==> src/rtl/ca_life_engine_if.sv <==
// ca_life_engine_if
// Bundles the control and data signals between the switch-entry/display
// stages and the Life generation engine.
//   load, seed[63:0], start, steps[3:0]   : requester -> engine
//   grid[63:0], gen_count[7:0],
//   population[6:0], busy, done           : engine -> display
// master : the side that requests runs and observes results
// slave  : the engine itself
interface ca_life_engine_if;
  logic        load;
  logic [63:0] seed;
  logic        start;
  logic [3:0]  steps;
  logic [63:0] grid;
  logic [7:0]  gen_count;
  logic [6:0]  population;
  logic        busy;
  logic        done;

  modport master (
    output load, seed, start, steps,
    input  grid, gen_count, population, busy, done
  );

  modport slave (
    input  load, seed, start, steps,
    output grid, gen_count, population, busy, done
  );
endinterface

==> src/rtl/ca_life_engine.sv <==
// ca_life_engine
// Runs Conway's Life (B3/S23) on a toroidal 8x8 board, one row per clock.
// The committed grid stays stable while the next generation is built in a
// shadow register, then all 64 cells are committed in a single cycle.
// Ports:
//   clk   : system clock, rising edge
//   reset : synchronous, active-high
//   bus   : ca_life_engine_if.slave (load/seed/start/steps in,
//           grid/gen_count/population/busy/done out, all registered)
module ca_life_engine (
  input logic             clk,
  input logic             reset,
  ca_life_engine_if.slave bus
);

  typedef enum logic [1:0] {
    IDLE    = 2'd0,
    COMPUTE = 2'd1,
    COMMIT  = 2'd2,
    DONE    = 2'd3
  } state_t;

  state_t      state_r;
  logic [63:0] grid_r;
  logic [63:0] next_r;
  logic [6:0]  pop_r;
  logic [7:0]  gen_r;
  logic [3:0]  remaining_r;
  logic [2:0]  row_r;
  logic        busy_r;
  logic        done_r;
  logic [7:0]  next_row_s;

  // Number of live cells in a 64-bit grid word.
  function automatic logic [6:0] popcount64(input logic [63:0] v);
    logic [6:0] s;
    s = 7'd0;
    for (int i = 0; i < 64; i++) begin
      s = s + {6'd0, v[i]};
    end
    return s;
  endfunction

  // Live neighbours of (r,c). The 3-bit row/column arithmetic wraps mod 8,
  // and {row,col} is directly the bit index row*8+col.
  function automatic logic [3:0] neighbours(input logic [63:0] g,
                                            input logic [2:0]  r,
                                            input logic [2:0]  c);
    logic [2:0] rm, rp, cm, cp;
    rm = r - 3'd1;
    rp = r + 3'd1;
    cm = c - 3'd1;
    cp = c + 3'd1;
    return {3'd0, g[{rm, cm}]} + {3'd0, g[{rm, c}]} + {3'd0, g[{rm, cp}]} +
           {3'd0, g[{r,  cm}]}                      + {3'd0, g[{r,  cp}]} +
           {3'd0, g[{rp, cm}]} + {3'd0, g[{rp, c}]} + {3'd0, g[{rp, cp}]};
  endfunction

  // Next-generation value of all eight cells in one row.
  function automatic logic [7:0] life_row(input logic [63:0] g,
                                          input logic [2:0]  r);
    logic [7:0] row;
    logic [3:0] n;
    row = 8'd0;
    for (int c = 0; c < 8; c++) begin
      n = neighbours(g, r, 3'(c));
      row[c] = (n == 4'd3) | (g[{r, 3'(c)}] & (n == 4'd2));
    end
    return row;
  endfunction

  // Row currently being evaluated from the committed grid.
  always_comb begin
    next_row_s = 8'd0;
    if (state_r == COMPUTE) begin
      next_row_s = life_row(grid_r, row_r);
    end else begin
      next_row_s = 8'd0;
    end
  end

  // Control FSM with datapath registers and registered outputs.
  always_ff @(posedge clk) begin
    if (reset) begin
      state_r     <= IDLE;
      grid_r      <= 64'd0;
      next_r      <= 64'd0;
      pop_r       <= 7'd0;
      gen_r       <= 8'd0;
      remaining_r <= 4'd0;
      row_r       <= 3'd0;
      busy_r      <= 1'b0;
      done_r      <= 1'b0;
    end else begin
      case (state_r)
        IDLE: begin
          busy_r <= 1'b0;
          done_r <= 1'b0;
          // load wins over start in the same cycle
          if (bus.load) begin
            grid_r <= bus.seed;
            pop_r  <= popcount64(bus.seed);
            gen_r  <= 8'd0;
          end else if (bus.start) begin
            if (bus.steps != 4'd0) begin
              remaining_r <= bus.steps;
              row_r       <= 3'd0;
              busy_r      <= 1'b1;
              state_r     <= COMPUTE;
            end else begin
              done_r  <= 1'b1;
              state_r <= DONE;
            end
          end
        end
        COMPUTE: begin
          next_r[{row_r, 3'd0} +: 8] <= next_row_s;
          if (row_r == 3'd7) begin
            state_r <= COMMIT;
          end else begin
            row_r <= row_r + 3'd1;
          end
        end
        COMMIT: begin
          grid_r      <= next_r;
          pop_r       <= popcount64(next_r);
          gen_r       <= gen_r + 8'd1;
          remaining_r <= remaining_r - 4'd1;
          if (remaining_r == 4'd1) begin
            busy_r  <= 1'b0;
            done_r  <= 1'b1;
            state_r <= DONE;
          end else begin
            row_r   <= 3'd0;
            state_r <= COMPUTE;
          end
        end
        DONE: begin
          done_r  <= 1'b0;
          busy_r  <= 1'b0;
          state_r <= IDLE;
        end
        default: begin
          busy_r  <= 1'b0;
          done_r  <= 1'b0;
          state_r <= IDLE;
        end
      endcase
    end
  end

  assign bus.grid       = grid_r;
  assign bus.gen_count  = gen_r;
  assign bus.population = pop_r;
  assign bus.busy       = busy_r;
  assign bus.done       = done_r;

endmodule

==> src/flat_wrapper.sv <==
// flat-port wrapper written by rule: the top's interface ports become plain ports
module ca_life_engine_flat 
  (clk, reset, bus_load, bus_seed, bus_start, bus_steps, bus_grid, bus_gen_count, bus_population, bus_busy, bus_done);
  ca_life_engine_if bus_i ();
  input logic clk;
  input logic reset;
  input wire logic [$bits(bus_i.load)-1:0] bus_load;
  input wire logic [$bits(bus_i.seed)-1:0] bus_seed;
  input wire logic [$bits(bus_i.start)-1:0] bus_start;
  input wire logic [$bits(bus_i.steps)-1:0] bus_steps;
  output wire logic [$bits(bus_i.grid)-1:0] bus_grid;
  output wire logic [$bits(bus_i.gen_count)-1:0] bus_gen_count;
  output wire logic [$bits(bus_i.population)-1:0] bus_population;
  output wire logic [$bits(bus_i.busy)-1:0] bus_busy;
  output wire logic [$bits(bus_i.done)-1:0] bus_done;
  assign bus_i.load = bus_load;
  assign bus_i.seed = bus_seed;
  assign bus_i.start = bus_start;
  assign bus_i.steps = bus_steps;
  assign bus_grid = bus_i.grid;
  assign bus_gen_count = bus_i.gen_count;
  assign bus_population = bus_i.population;
  assign bus_busy = bus_i.busy;
  assign bus_done = bus_i.done;
  ca_life_engine u_core (.clk(clk), .reset(reset), .bus(bus_i));
endmodule
==> config.mk <==
export PLATFORM = sky130hd
export DESIGN_NAME = ca_life_engine_flat
export DESIGN_NICKNAME = d
export VERILOG_FILES = /design/src/rtl/ca_life_engine_if.sv /design/src/rtl/ca_life_engine.sv /design/src/flat_wrapper.sv
export SDC_FILE = /design/constraint.sdc
export NUM_CORES = 1
export LEC_CHECK = 0
export CAP_MARGIN = 5
export CORE_MARGIN = 2
export CORE_UTILIZATION = 45
export DETAILED_ROUTE_END_ITERATION = 8
export PLACE_DENSITY = 0.67
export REMOVE_ABC_BUFFERS = 1
export SLEW_MARGIN = 20
export SYNTH_ARGS = -nofsm -noshare
export SYNTH_HDL_FRONTEND = slang
export SYNTH_SLANG_ARGS = --single-unit
export TNS_END_PERCENT = 1
==> constraint.sdc <==
create_clock -name clk -period 10.8 [get_ports clk]
set_input_delay 3.24 -clock clk [delete_from_list [all_inputs] [get_ports clk]]
set_output_delay 3.24 -clock clk [all_outputs]
set_load 0.02 [all_outputs]
Word-level counts from Yosys, hierarchy flattened
Cells that the tools add are included.
- add/subtract/negate cells: 187
- multipliers: 0
- div/mod/pow operators: 0
- magnitude comparators: 24
- eq/ne operators: 29
- shift-type cells: 2
- muxes and demuxes: 82
- bitwise gates (word level): 16
- reduce and logical (&&, ||, !) cells: 10
- operators by type and width (operator ; number):
    $add A7 B1 Y7 ; 124
    $add A4 B1 Y4 ; 48
    $lt A6 B7 Y1 const B ; 24
    $pmux W64 S2 ; 1
    $bmux W1 S3 ; 24
    $bwmux W64 ; 1
    $eq A4 B2 Y1 const B ; 16
    $mux W64 ; 1
    $shift A8 B8 Y64 const A ; 1
    $shiftx A8 B8 Y64 ; 1
    $mux W1 ; 32
    $add A1 B1 Y2 ; 10
    $mux W8 ; 2
    $pmux W8 S2 ; 1
    $mux W3 ; 5
    $pmux W7 S2 ; 1
    $mux W4 ; 3
    $ne A2 B2 Y1 const B ; 6
    $mux W2 ; 5
    $pmux W3 S3 ; 1
    $add A8 B1 Y8 const B ; 1
    $and A1 B1 Y1 ; 8
    $neg A6 Y8 ; 1
    $or A1 B1 Y1 ; 8
    other kinds (20) ; 25
- flip-flop bits (word level): 154
- bits in latches: 0
- RAM bits: 0
- ROM bits: 0
- input bits: 72
- output and inout port bits: 81
- word-level logic and storage cells: 359
- memories: 0

Longest topological paths before layout
Gate-level depths: netlist (run 1).
- depth after elaboration: 65
- depth in mapped cells: 23
- gate-level depth less buffers: 20

Worst setup path after synthesis (run 1)
OpenSTA, ideal clock, no wires.
- path kind: input-to-reg
- start: in bus_seed[0]
- end: reg u_core.pop_r[4], in the netlist u_core.bus.population[4]
- setup time: 86 ps
- arrival: 8806 ps
- required time: 10714 ps
- slack: 1909 ps
- cell stages on the path: 17
- path buffers: 0
- cells stage by stage: ha_1 > inv_1 > fa_1 > fa_1 > fa_1 > fa_1 > fa_1 > fa_1 > fa_1 > fa_1 > inv_1 > fa_1 > fa_1 > a21o_1 > a21oi_1 > xnor2_1 > a211oi_1
- longest elaborated chain between the ends: 65
- RTL lines (what ; RTL line ; text):
    from (decl) ; flat_wrapper.sv:8 ; input wire logic [$bits(bus_i.seed)-1:0] bus_seed;
    $add A1 B1 Y2 ; ca_life_engine.sv:39 ; s = s + {6'd0, v[i]};
    $add A7 B1 Y7 (62 in series) ; ca_life_engine.sv:39 ;
    $mux W7 ; ca_life_engine.sv:100 ; if (bus.load) begin
    $pmux W7 S2 ; ca_life_engine.sv:95 ; case (state_r)
    to (signal assigned) ; ca_life_engine.sv:102 ; pop_r <= popcount64(bus.seed);
    to (signal assigned) ; ca_life_engine.sv:126 ; pop_r <= popcount64(next_r);
    to (decl) ; ca_life_engine.sv:26 ; logic [6:0] pop_r;
Every way passes these cells. The select of a mux whose other input is x is not followed.
A chain may end at the register's enable or synchronous reset.

Final worst setup path (run 1)
- start: in bus_seed[1]
- end: reg u_core.pop_r[4], in the netlist u_core.bus.population[4]
Same word-level chain as after synthesis.

==> results of run 1 <==
cell families after synthesis:
group	synth area share, %
buf+inv	10.3
simple gates	9.06
compound gates	13.3
fa+ha+maj	28.7
mux	14.1
flops	24.0
xor+xnor	0.614
through the flow:
step                std cells  util [%]  hold slack [ps]  area, um2  setup WS, ps
global route             1842      54.4              496      15200          1380
global placement         1810      52.2              455      14600          1250
finish                   1842      54.4              470      15200          1620
CTS                      1842      54.4              474      15200          1600
floorplan                1275         -              433      12500          1910
detailed placement       1810      52.2              460      14600          1150
cell usage in the layout, fill, tap and decap left out, types with 10 or more instances in the layout:
cell / instances
inv_1: 266
dfxtp_1: 153
clkdlybuf4s50_1: 151
fa_1: 140
mux2i_1: 106
nor2_1: 93
a211oi_1: 73
ha_1: 70
nand2_1: 65
o31ai_1: 40
mux2_2: 30
a21oi_1: 26
o21ai_0: 22
mux4_2: 17
clkbuf_16: 17
nand2b_1: 13
o22ai_1: 13
nor2b_1: 10
nor3_1: 10
critical path: cells and delay by family:
kind / cells / cell delay [ps]
xor gates and xnor gates: 1 / 90
AOI/OAI and AO/OA: 3 / 590
buffers and inverters: 3 / 540
adders and majority gates: 11 / 5090
final cells by class:
| class | count | area [um2] | area share, % |
|---|---|---|---|
| multi-input combinational | 854 | 8470 | 55.7 |
| sequential | 154 | 3090 | 20.3 |
| timing repair buffer | 157 | 1560 | 10.2 |
| inverter | 267 | 1000 | 6.60 |
| tap | 378 | 473 | 3.11 |
| clock buffer | 17 | 425 | 2.80 |
| clock inverter | 15 | 183 | 1.20 |
sequential cells by signal, summed over array words and instances, names as in the netlist:
name	count
u_core.bus.done	1
u_core.remaining_r	4
u_core.bus.population	7
u_core.bus.gen_count	8
u_core.next_r	64
u_core.bus.busy	1
u_core.bus.grid	64
u_core.row_r	3
u_core.state_r	2
worst max-delay path by stage:
stage          cells after the start                        to  slack [ps]        start
2_1_floorplan                     17  u_core.bus.population[4]        1910  bus_seed[0]
3_3_place_gp                      18  u_core.bus.population[4]        1250  bus_seed[0]
3_5_place_dp                      18  u_core.bus.population[4]        1150  bus_seed[1]
4_1_cts                           18  u_core.bus.population[4]        1600  bus_seed[1]
5_1_grt                           18  u_core.bus.population[4]        1380  bus_seed[1]
6_report                          18  u_core.bus.population[4]        1620  bus_seed[1]
layer usage:
| layer | up-vias | GRT usage [%] | part of all wire [%] |
|---|---|---|---|
| met3 | 73 | 5.34 | 7.9 |
| met4 | 0 | 8.12 | 2.9 |
| met5 | - | 0 | 0 |
| met2 | 446 | 42.2 | 46 |
| met1 | 5039 | 36.6 | 43 |
| li1 | 4725 | - | - |
==> results.json, run 1 <==
{
  "r2r_slack_ps": 4340,
  "critPathMaxFanout": 3,
  "cts_buffers": 17,
  "reg2reg_depth": 18,
  "start_util_pct": 46.0,
  "r2r-end": "u_core.bus.population[5]",
  "drv_slew": 0,
  "synth_edf_count": 0,
  "rsz0062_at_grt": "false",
  "rows": 61,
  "ys_async_sr_fraction_pct": 0,
  "routed_wl_um": 39500,
  "final_nets": 1734,
  "finalCriticalPeriod_ps": 9180,
  "relSlewSlack_pct": 27.4,
  "place.gp.congestion": 0.933,
  "yosysWarnings": 0,
  "fin_crit_sh_pct": 85.0,
  "die_h_um": 173,
  "clock_path_buffers": 2,
  "hold_path_class": "reg -> reg",
  "clk_latency_ps": 440,
  "synth_seq_cells": 154,
  "vias": 10300,
  "syn-cell-area_um2": 12800,
  "cts_hold_buffers": 0,
  "skew_ps": 16.8,
  "status": "complete, no violations",
  "antenna_left": 0,
  "synth_top_area_share_pct": 24.0,
  "cts_root_buf": "clkbuf_16",
  "hold_violations": 0,
  "synth.most_common_cell": "inv_1",
  "synth_seq_area_share_pct": 24.0,
  "syn2layout_area_growth_pct": 18.3,
  "cts.clk_slew.worst_paths_ps": 80,
  "synth_cell_types": 71,
  "cts.sinks": 154,
  "grt_usage_pct": 26.6,
  "ys_top_cells_by_area": "dfxtp_1, fa_1, mux2i_1",
  "syn_area_per_cell_um2": 9.59,
  "max_stage_delay_ps": 570,
  "drive_gt1_share_pct": 7.10,
  "grt_pass1_vias": 10100,
  "syn_inst": 1339,
  "synth_common_cells": "inv_1, dfxtp_1, fa_1",
  "die_area_um2": 29900,
  "tns_ps": 0,
  "io_buffers": 152,
  "fill_cells": 2549,
  "worstHoldEndpoint": "u_core.bus.population[2]",
  "setup_viol": 0,
  "synthFlopType": "dfxtp_1",
  "first_pass_iters": 5,
  "wl_per_cell_um": 21.5,
  "htreeDepth": 4,
  "worstMarginPinSlew_ps": 1090,
  "fp.coreArea_um2": 27900,
  "cts_setup_buffers": 0,
  "die_w_um": 173,
  "drc": 0,
  "r2r-start": "u_core.next_r[1]",
  "synth_top_cell_by_area": "dfxtp_1",
  "antenna_found_initial": 0,
  "crit_path_end_kind": "flip-flop",
  "maxCapViolCount": 0,
  "grt_overflow": 0,
  "grt_pass1_wl_um": 60700,
  "hold_path_depth": 2,
  "cts_tree": "done",
  "dp_hpwl_um": 31700,
  "io_pins": 153,
  "cp_slowest_cell": "fa_1",
  "crit_required_ps": 11160,
  "hp-start": "u_core.bus.population[2]",
  "detail_route.iter0.violations": 834,
  "fmax_ghz": 0.109,
  "critPathArrivalTime_ps": 9540,
  "path_class": "in -> reg",
  "cp_cell_sequence": "clkdlybuf4s50_1, ha_1, inv_1, fa_1, fa_1, fa_1, fa_1, fa_1, fa_1, fa_1, fa_1, inv_1, fa_1, fa_1, a21o_1, a21oi_1, xnor2_1, a211oi_1",
  "timing.critical_path.mode_cell": "fa_1",
  "cts_resized": 0,
  "diodes": 0,
  "via_per_inst": 5.58,
  "grt_start_max_net_pins": 85,
  "start_kind": "input port"
}
Power of run 1 is not shown: default switching activity piles up to over one toggle a cycle in this logic, so the estimate is an artifact.
==> run 2, diff against run 1 <==
- clock period: 10.8 -> 8.45 ns (I/O delays scaled with it)
==> results.json, run 2 (synthesis gave the netlist of run 1 again) <==
{
  "status": "complete, no violations",
  "cts_tree": "done",
  "diodes": 0,
  "antenna_found_initial": 1,
  "grt_pass1_wl_um": 60900,
  "io_buffers": 152,
  "dp_hpwl_um": 31900,
  "vias": 10400,
  "drive_gt1_share_pct": 10.0,
  "detail_route.iter0.violations": 1082,
  "cts_buffers": 17,
  "critPathMaxFanout": 3,
  "clk_latency_ps": 440,
  "hp-start": "u_core.remaining_r[1]",
  "via_per_inst": 5.57,
  "start_util_pct": 46.0,
  "grt_pass1_vias": 10300,
  "routed_wl_um": 40100,
  "place_inst": 1841,
  "setup_viol": 0,
  "cts.clk_slew.worst_paths_ps": 70,
  "drc": 0,
  "worstHoldEndpoint": "u_core.remaining_r[1]",
  "cts_root_buf": "clkbuf_16",
  "die_area_um2": 29900,
  "clock_path_buffers": 2,
  "fin_area_um2": 15500,
  "wl_per_cell_um": 21.4,
  "fp.coreArea_um2": 27900,
  "final_cells": 1874,
  "finalCriticalPeriod_ps": 8280,
  "cts_hold_buffers": 0,
  "dp_slack_ps": -517,
  "fin_crit_sh_pct": 98.0,
  "drv_slew": 0,
  "hold_path_depth": 2,
  "skew_ps": 14.7,
  "hold_path_class": "reg -> reg",
  "dpl_cell_area_um2": 14800,
  "worst_hold_slack_ps": 473,
  "path_class": "in -> reg",
  "grt_start_max_net_pins": 88,
  "grt_overflow": 0,
  "cts.sinks": 154,
  "die_h_um": 173,
  "final_nets": 1766,
  "maxCapViolCount": 0,
  "htreeDepth": 4,
  "die_w_um": 173,
  "rsz0062_at_grt": "false",
  "antenna_left": 0,
  "syn2layout_area_growth_pct": 20.7,
  "first_pass_iters": 5,
  "final_cell_mix": "inv_1, dfxtp_1, fa_1",
  "place.gp.congestion": 0.961,
  "grt_usage_pct": 26.9,
  "io_pins": 153,
  "crit_path_end_kind": "flip-flop",
  "crit_required_ps": 8770,
  "critPathArrivalTime_ps": 8600,
  "reg2reg_depth": 18,
  "hold_violations": 0,
  "layout_setup_ws_ps": 172,
  "layout_commonest_cell": "inv_1",
  "relSlewSlack_pct": 24.9,
  "r2r_slack_ps": 1980,
  "fmax_ghz": 0.121,
  "rows": 61,
  "r2r-end": "u_core.bus.population[5]",
  "worstMarginPinSlew_ps": 1130,
  "start_kind": "input port",
  "r2r-start": "u_core.next_r[0]"
}
==> run 2: cell types whose count changed in the layout (fill, tap and decap cells not counted), moves of 6 or more <==
cell	previous run	this run
buf_4	6	38
clkdlybuf4s50_1	151	128
dlymetal6s2s_1	0	23
inv_1	266	259
inv_2	0	7
fa_1	140	134
fa_2	0	6
==> run 2: timing repair <==
| item | 4_1_cts | 5_1_grt |
|---|---|---|
| gates resized for setup | 1 | 36 |
| setup endpoints to repair | 2 | 4 |
| buffers inserted | 0 | 1 |
| pin swaps | 0 | 25 |
==> run 2: cell type report <==
class / count / area, um2
Tap cell: 378 / 473
Sequential cell: 154 / 3090
Clock inverter: 14 / 175
Timing Repair Buffer: 189 / 1850
Multi-Input combinational cell: 854 / 8490
Fill cell: 2522 / 12400
Clock buffer: 18 / 429
Inverter: 267 / 1000
==> run 2: stage by stage <==
stage	utilization, %	TNS (ps)
global placement	53.1	-1400
finish	55.5	0
CTS	55.2	0
detailed placement	53.1	-1870
global route	55.5	0
floorplan	-	0
==> run 2: worst max path at each step <==
stage	slack, ps	end	startpoint
floorplan	260	u_core.bus.population[4]	bus_seed[0]
global placement	-400	u_core.bus.population[4]	bus_seed[0]
detailed placement	-520	u_core.bus.population[4]	bus_seed[1]
CTS	10	u_core.bus.population[4]	bus_seed[1]
global route	4	u_core.bus.population[2]	bus_seed[52]
finish	170	u_core.bus.population[6]	bus_seed[50]
==> run 2: worst max-delay path, cell delays in order <==
cell and delay, ps:
clkdlybuf4s50_1 470, inv_1 60, fa_1 520, inv_2 70, fa_1 470, inv_1 50
fa_1 490, fa_1 440, fa_2 600, fa_1 460, fa_1 510, fa_1 550
inv_2 50, fa_2 370, fa_2 390, a211oi_1 250, o21ai_0 130, nand4_1 110
a21oi_1 70
==> run 2: routing by layer <==
metal	GRT usage [%]	share of wire [%]	up-vias
li1	-	-	4786
met1	35.7	41	5058
met2	42.4	46	517
met3	6.93	9.4	69
met4	9.64	3.1	2
met5	0	0.030	-
Power of run 2 is left out for the same reason.
